===== src/rtl/cdb_arbiter.sv =====
// Two-bus common data bus arbiter: one holding buffer per functional unit,
// round-robin selection of up to two buffered results per cycle onto registered CDBs.
module cdb_arbiter #(
    parameter int NUM_FU   = 4,
    parameter int ROB_SIZE = 16,
    parameter int TAG_W    = $clog2(ROB_SIZE) + 1,
    parameter int DATA_W   = 32
) (
    input  logic                     i_clk,
    input  logic                     i_reset,
    input  logic                     i_flush,
    input  logic [NUM_FU-1:0]        i_fu_valid,
    input  logic [NUM_FU*TAG_W-1:0]  i_fu_tag,
    input  logic [NUM_FU*DATA_W-1:0] i_fu_value,
    output logic [NUM_FU-1:0]        o_fu_ready,
    output logic [TAG_W-1:0]         o_cdb1_tag,
    output logic [DATA_W-1:0]        o_cdb1_value,
    output logic [TAG_W-1:0]         o_cdb2_tag,
    output logic [DATA_W-1:0]        o_cdb2_value,
    output logic                     o_busy
);

    localparam int PTR_W = $clog2(NUM_FU);

    logic [NUM_FU-1:0] r_holdValid;
    logic [TAG_W-1:0]  r_holdTag   [NUM_FU];
    logic [DATA_W-1:0] r_holdValue [NUM_FU];
    logic [PTR_W-1:0]  r_rrPtr;
    logic [TAG_W-1:0]  r_cdb1Tag;
    logic [DATA_W-1:0] r_cdb1Value;
    logic [TAG_W-1:0]  r_cdb2Tag;
    logic [DATA_W-1:0] r_cdb2Value;

    logic              w_gntAValid;
    logic [PTR_W-1:0]  w_gntAIdx;
    logic              w_gntBValid;
    logic [PTR_W-1:0]  w_gntBIdx;
    logic [PTR_W-1:0]  w_scanIdx;
    logic [NUM_FU-1:0] w_grant;
    logic [NUM_FU-1:0] w_ready;
    logic [NUM_FU-1:0] w_accept;

    // Modulo-NUM_FU increment that also works when NUM_FU is not a power of two.
    function automatic logic [PTR_W-1:0] wrapIdx(input int base, input int off);
        int s;
        s = base + off;
        if (s >= NUM_FU) s = s - NUM_FU;
        return s[PTR_W-1:0];
    endfunction

    always_comb begin
        w_gntAValid = 1'b0;
        w_gntAIdx   = '0;
        w_gntBValid = 1'b0;
        w_gntBIdx   = '0;
        w_scanIdx   = '0;
        for (int k = 0; k < NUM_FU; k++) begin
            w_scanIdx = wrapIdx(int'(r_rrPtr), k);
            if (r_holdValid[w_scanIdx]) begin
                if (!w_gntAValid) begin
                    w_gntAValid = 1'b1;
                    w_gntAIdx   = w_scanIdx;
                end else if (!w_gntBValid) begin
                    w_gntBValid = 1'b1;
                    w_gntBIdx   = w_scanIdx;
                end
            end
        end
    end

    always_comb begin
        w_grant = '0;
        if (w_gntAValid) w_grant[w_gntAIdx] = 1'b1;
        if (w_gntBValid) w_grant[w_gntBIdx] = 1'b1;
    end

    // A buffer being drained this cycle may be refilled in the same cycle.
    always_comb begin
        w_ready  = '0;
        w_accept = '0;
        for (int i = 0; i < NUM_FU; i++) begin
            w_ready[i]  = !i_reset && !i_flush && (!r_holdValid[i] || w_grant[i]);
            w_accept[i] = i_fu_valid[i] && w_ready[i] && (i_fu_tag[i*TAG_W +: TAG_W] != '0);
        end
    end

    always_ff @(posedge i_clk) begin
        if (i_reset || i_flush) begin
            r_holdValid <= '0;
            r_rrPtr     <= '0;
            r_cdb1Tag   <= '0;
            r_cdb1Value <= '0;
            r_cdb2Tag   <= '0;
            r_cdb2Value <= '0;
        end else begin
            for (int i = 0; i < NUM_FU; i++) begin
                if (w_accept[i]) begin
                    r_holdValid[i] <= 1'b1;
                    r_holdTag[i]   <= i_fu_tag[i*TAG_W +: TAG_W];
                    r_holdValue[i] <= i_fu_value[i*DATA_W +: DATA_W];
                end else if (w_grant[i]) begin
                    r_holdValid[i] <= 1'b0;
                end
            end
            r_cdb1Tag   <= w_gntAValid ? r_holdTag[w_gntAIdx]   : '0;
            r_cdb1Value <= w_gntAValid ? r_holdValue[w_gntAIdx] : '0;
            r_cdb2Tag   <= w_gntBValid ? r_holdTag[w_gntBIdx]   : '0;
            r_cdb2Value <= w_gntBValid ? r_holdValue[w_gntBIdx] : '0;
            if (w_gntBValid) begin
                r_rrPtr <= wrapIdx(int'(w_gntBIdx), 1);
            end else if (w_gntAValid) begin
                r_rrPtr <= wrapIdx(int'(w_gntAIdx), 1);
            end
        end
    end

    assign o_fu_ready   = w_ready;
    assign o_cdb1_tag   = r_cdb1Tag;
    assign o_cdb1_value = r_cdb1Value;
    assign o_cdb2_tag   = r_cdb2Tag;
    assign o_cdb2_value = r_cdb2Value;
    assign o_busy       = |r_holdValid;

endmodule


===== config.mk =====
export PLATFORM = sky130hd
export DESIGN_NAME = cdb_arbiter
export DESIGN_NICKNAME = d
export VERILOG_FILES = /design/src/rtl/cdb_arbiter.sv
export SDC_FILE = /design/constraint.sdc
export NUM_CORES = 1
export LEC_CHECK = 0
export ABC_AREA = 1
export BUFFER_PORTS_ARGS = -buffer_cell sky130_fd_sc_hd__buf_2
export CORE_MARGIN = 2
export CORE_UTILIZATION = 40
export DETAILED_ROUTE_END_ITERATION = 10
export SLEW_MARGIN = 40
export SYNTH_ARGS = -nofsm -noshare
export SYNTH_HDL_FRONTEND = slang
export SYNTH_SLANG_ARGS = --single-unit

===== constraint.sdc =====
create_clock -name i_clk -period 7.8 [get_ports i_clk]
set_input_delay 0.78 -clock i_clk [delete_from_list [all_inputs] [get_ports i_clk]]
set_output_delay 0.78 -clock i_clk [all_outputs]
set_load 0.1 [all_outputs]

# Word level (Yosys, flattened, before mapping)
# Memory sizes are Yosys's and may differ from the RTL's. A register that Yosys moved wholly into a read port is not among the register bits.
# Index checks and enable logic that the tools add are counted.
# classes
addsub	11
magnitude_cmp	14
mux	67
n_bitwise	3
n_reduce_logical	38
# ops
cell	count
$mux 2	23
$mux 1	36
$reduce_bool 5->1	4
$lt 2x3->1 const B	6
$ge 3x3->1 const B	5
$logic_and 1x1->1	15
$sub 2x1->2 const B	6
$reduce_bool 2->1	5
$add 2x1->3 const B	3
$bmux 1 s2	4
$mux 4	2
$add 2x2->3 const B	2
$logic_not 1->1	6
$logic_or 1x1->1	5
$demux 1 s2	2
$ge 2x1->1 const B	2
$or 4x4->4	1
$reduce_or 2->1	2
$reduce_or 4->1	1
$ge 2x3->1 const B	1
$not 1->1	2
# totals
regBits	6
mem_bits_rw	148
in_bits	155
out_inout_bits	79
word_cells	140
mem_count	2
# mem_list
name	words	word_bits	rd	rd_ports_with_merged_regs	wr	line	rtl
r_holdValue	4	32	2	2	4	27	logic [DATA_W-1:0] r_holdValue [NUM_FU];
r_holdTag	4	5	2	2	4	26	logic [TAG_W-1:0] r_holdTag [NUM_FU];

# Depth between registers and ports, before layout
# depth
depth_word	26
depth_mapped	20
mapped_depth_nobuf	18

# Worst setup path before layout
# No wires, ideal clock.
# synth_path
path_type	reg2reg
start	register r_rrPtr[0]
end	memory r_holdTag[0][0] (netlist name) (enable)
setup_ns	0.431
t_arrival_ns	3.559
required_time_ns	7.369
setup_slack_ns	3.810
path_stages_with_launch	20
n_path_buf	2
period_less_slack_ns	3.990
cell_sequence	dfxtp_1 -> buf_6 -> nand2_1 -> nand3_1 -> nand2_2 -> ha_1 -> inv_1 -> nand2_1 -> o21ai_0 -> nand2_1 -> nand2_1 -> nand2_1 -> nand2_4 -> nand2_2 -> inv_2 -> buf_6 -> nand2_1 -> nand3_1 -> nand2_1 -> nor2_1
# synth_lines
element	line	rtl
from (decl)	28	logic [PTR_W-1:0] r_rrPtr;
from (signal assigned)	110	r_rrPtr <= wrapIdx(int'(w_gntBIdx), 1);
from (signal assigned)	112	r_rrPtr <= wrapIdx(int'(w_gntAIdx), 1);
to (decl)	26	

# Worst setup path in the final report
# layout_path
start	register r_rrPtr[0]
end	output o_fu_ready[0]
# layout_via
elab_chain_cells	21
elab_cells_between_ends	63
cone_classes	add/sub: 7; order compare: 8; mux: 43; bitwise: 1; reduce/logical: 4
# layout_rtl
element	line	rtl
branches (longest 18 deep; another with $add 2x1->3)	-	
$mux 4 *	74	if (w_gntBValid) w_grant[w_gntBIdx] = 1'b1;
$logic_or 1x1->1 *	82	w_ready[i] = !i_reset && !i_flush && (!r_holdValid[i] || w_grant[i]);
$logic_and 1x1->1 *	82	
to (decl)	15	output logic [NUM_FU-1:0] o_fu_ready,
# Mark *: on every way between the ends. The select of a mux whose other input is x is not followed.

==> qor.csv <==
metric,value,unit
final-setup-viol-count,0,
fin_crit,4728,ps
reg2reg_depth,19,
firstDrtPassIters,4,
post_drt_wl_per_cell,16.92,µm
worstPathRequired,7020,ps
yosysSeqAreaShare,62.31,%
grt_usage,20.51,%
p_clk_share,22.6,%
grt_pass1_wl,40780,µm
clock_sinks,228,
setup.worst_path.start_class,flop,
whs_path_depth,1,
synth-edff-count,148,
drive_above_1_share,28.78,%
cts_resized,0,
clockRootBuffer,clkbuf_16,
first_global_vias,7368,
cap_violations,0,
ys_warn_count,0,
ys_types,28,
min_path_type,in -> reg,
port_buffers,233,
die_area,25520,µm²
clock_latency,530,ps
dp.cells,1531,
worstSetupEndpointType,primary output,
place_area,11180,µm²
vdd_drop_max,362.1,µV
finalCritPeriodShare,60.61,%
vias,7694,
num-nets-final,1396,
ctsHoldBuffers,0,
leakage,5.402,nW
initial_core_util,41.09,%
ant_nets,0,
core-area,23610,µm²
synthArstFlopShare,0,%
synth_nets,1176,
postCtsSetupBuffers,0,
yosys_most_used_dff,edfxtp_1,
ios,234,
slew_violations,0,
setup_ws,3072,ps
dieHeight,159.8,µm
power.density_cell_area,438.3,nW/µm²
power_frac_comb,49.1,%
p_sw,2.588,mW
hold_viol_final,0,
viasPerCell,4.879,
rows,56,
place_ws,3482,ps
design_area,12040,µm²
n_fill_cell,2198,
tns,0,ps
synth_cells,1019,
intPower,2.687,mW
drc_errors,0,
cts_buffer_depth,3,
max_freq,0.2115,GHz
gp_congestion,0.8363,
hold_slack,419.6,ps
htree_levels,1,
sequentialPowerShare,28.3,%
max_slew_margin,51.69,%
synth_area_per_cell,9.522,µm²
p_sw_share,49.06,%
cts_buffers,25,
clkTransAtPathRegs,60,ps
antenna_found_initial,0,
dpl.hpwl,17630,µm
status,completed,
finalWirelength,26680,µm
path_max_fanout,38,
grt_start_max_net_pins,116,
syn-cell-area,9703,µm²
layout.cells.non_filler,1577,
die_x,159.8,µm
arrival,3950,ps
crit_type,reg -> out,
rsz0062_at_grt,false,
cts_tree,built,
fin_skew,16.10,ps
tightest_slew,715.3,ps
antenna_cells,0,
drt_first_iter_violations,436,
overflow,0,
ys_ff_latch,228,
areaGrowthSynthToFinish,24.04,%
==> logic make-up after synthesis <==
kind of cell,after synthesis,share of synthesized area [%]
flops,228,62.31
compound gates,167,8.768
buf+inv,184,8.343
simple gates,438,20.32
fa+ha+maj,2,0.2579
==> flip-flops by register name, indices dropped and copies added (netlist names) <==
name / count
r_holdValue: 128
o_cdb2_tag: 5
r_holdTag: 20
r_rrPtr: 2
o_cdb1_value: 32
o_cdb1_tag: 5
o_cdb2_value: 32
r_holdValid: 4
==> worst paths after layout <==
path	start	end	slack, ps
max	r_rrPtr[0]	o_fu_ready[0]	3070
min	i_fu_value[32]	r_holdValue[1][0]	420
max reg2reg	r_rrPtr[0]	r_holdValue[0][23]	3890
min reg2reg	r_holdValid[2]	r_holdValid[2]	550
==> per-stage QoR <==
step	util, %	power, mW
after global routing	50.97	5.574
after CTS	50.92	5.309
final	50.97	5.275
after detailed placement	47.35	4.110
after floorplan	-	3.631
after global placement	46.78	4.083
==> cells in the final DEF (no fill, tap or decap), drive strengths merged <==
master and instances:
a21oi 82, buf 243, bufinv 2, clkbuf 32, clkinv 12, dfxtp 80, edfxtp 148, ha 2
inv 134, nand2 213, nand3 98, nand3b 1, nand4 1, nor2 84, o21ai 81, o41ai 4
or2 41
==> power groups by stage <==
stage,sequential [mW],combinational (mW),clock (mW)
finish,1.49,2.59,1.19
global route,1.51,2.80,1.27
CTS,1.49,2.60,1.22
detailed placement,1.52,2.59,0
global placement,1.52,2.57,0
floorplan,2.29,1.34,0
==> layout make-up <==
type                    count  area, µm²  share of cell area, %
clock buffers              32      704.4                  5.853
clock inverters            14      140.1                  1.164
inverters                 134      505.5                  4.200
multi-input cells         607       2937                  24.40
flip-flops and latches    228       6046                  50.23
well taps                 319      399.1                  3.316
repair buffers            243       1304                  10.83
==> metal layers <==
metal	GRT usage, %	part of all wire (%)	wire length, µm	vias up
met5	0	0	0	-
met4	6.777	3.2	863	0
met3	3.195	7.0	1869	52
met2	34.38	46	12390	341
met1	27.30	43	11550	3522
li1	-	-	-	3779
==> cells in the mapped netlist, types with 2 or more instances <==
cell / instances / area [µm²]
nand2_1: 198 / 743.2
edfxtp_1: 148 / 4444
inv_1: 127 / 476.7
nand3_1: 94 / 470.5
a21oi_1: 82 / 410.4
nor2_1: 82 / 307.8
dfxtp_1: 80 / 1602
o21ai_1: 49 / 245.2
or2_2: 41 / 256.5
o21ai_0: 32 / 160.2
buf_2: 21 / 105.1
clkbuf_1: 13 / 48.80
nand2_2: 12 / 75.07
buf_6: 10 / 112.6
inv_2: 5 / 18.77
buf_4: 4 / 30.03
nand3_2: 4 / 40.04
o41ai_1: 4 / 35.03
nand2_4: 3 / 33.78
ha_1: 2 / 25.02
==> worst max-delay path, stage by stage (launching register included) <==
cell and delay [ps]:
dfxtp_1 590, inv_2 190, nand2_1 120, nand3_1 130, nand2_2 220, ha_1 260
inv_1 50, nand2_1 40, o21ai_0 70, nand2_1 70, nand2_1 60, nand2_1 80
nand2_4 120, nand2_2 60, clkinv_2 480, nand2_1 110, nand3_1 130, nand2_1 120
inv_1 80, buf_2 420
Note: power is estimated with default switching activity, not from simulation.
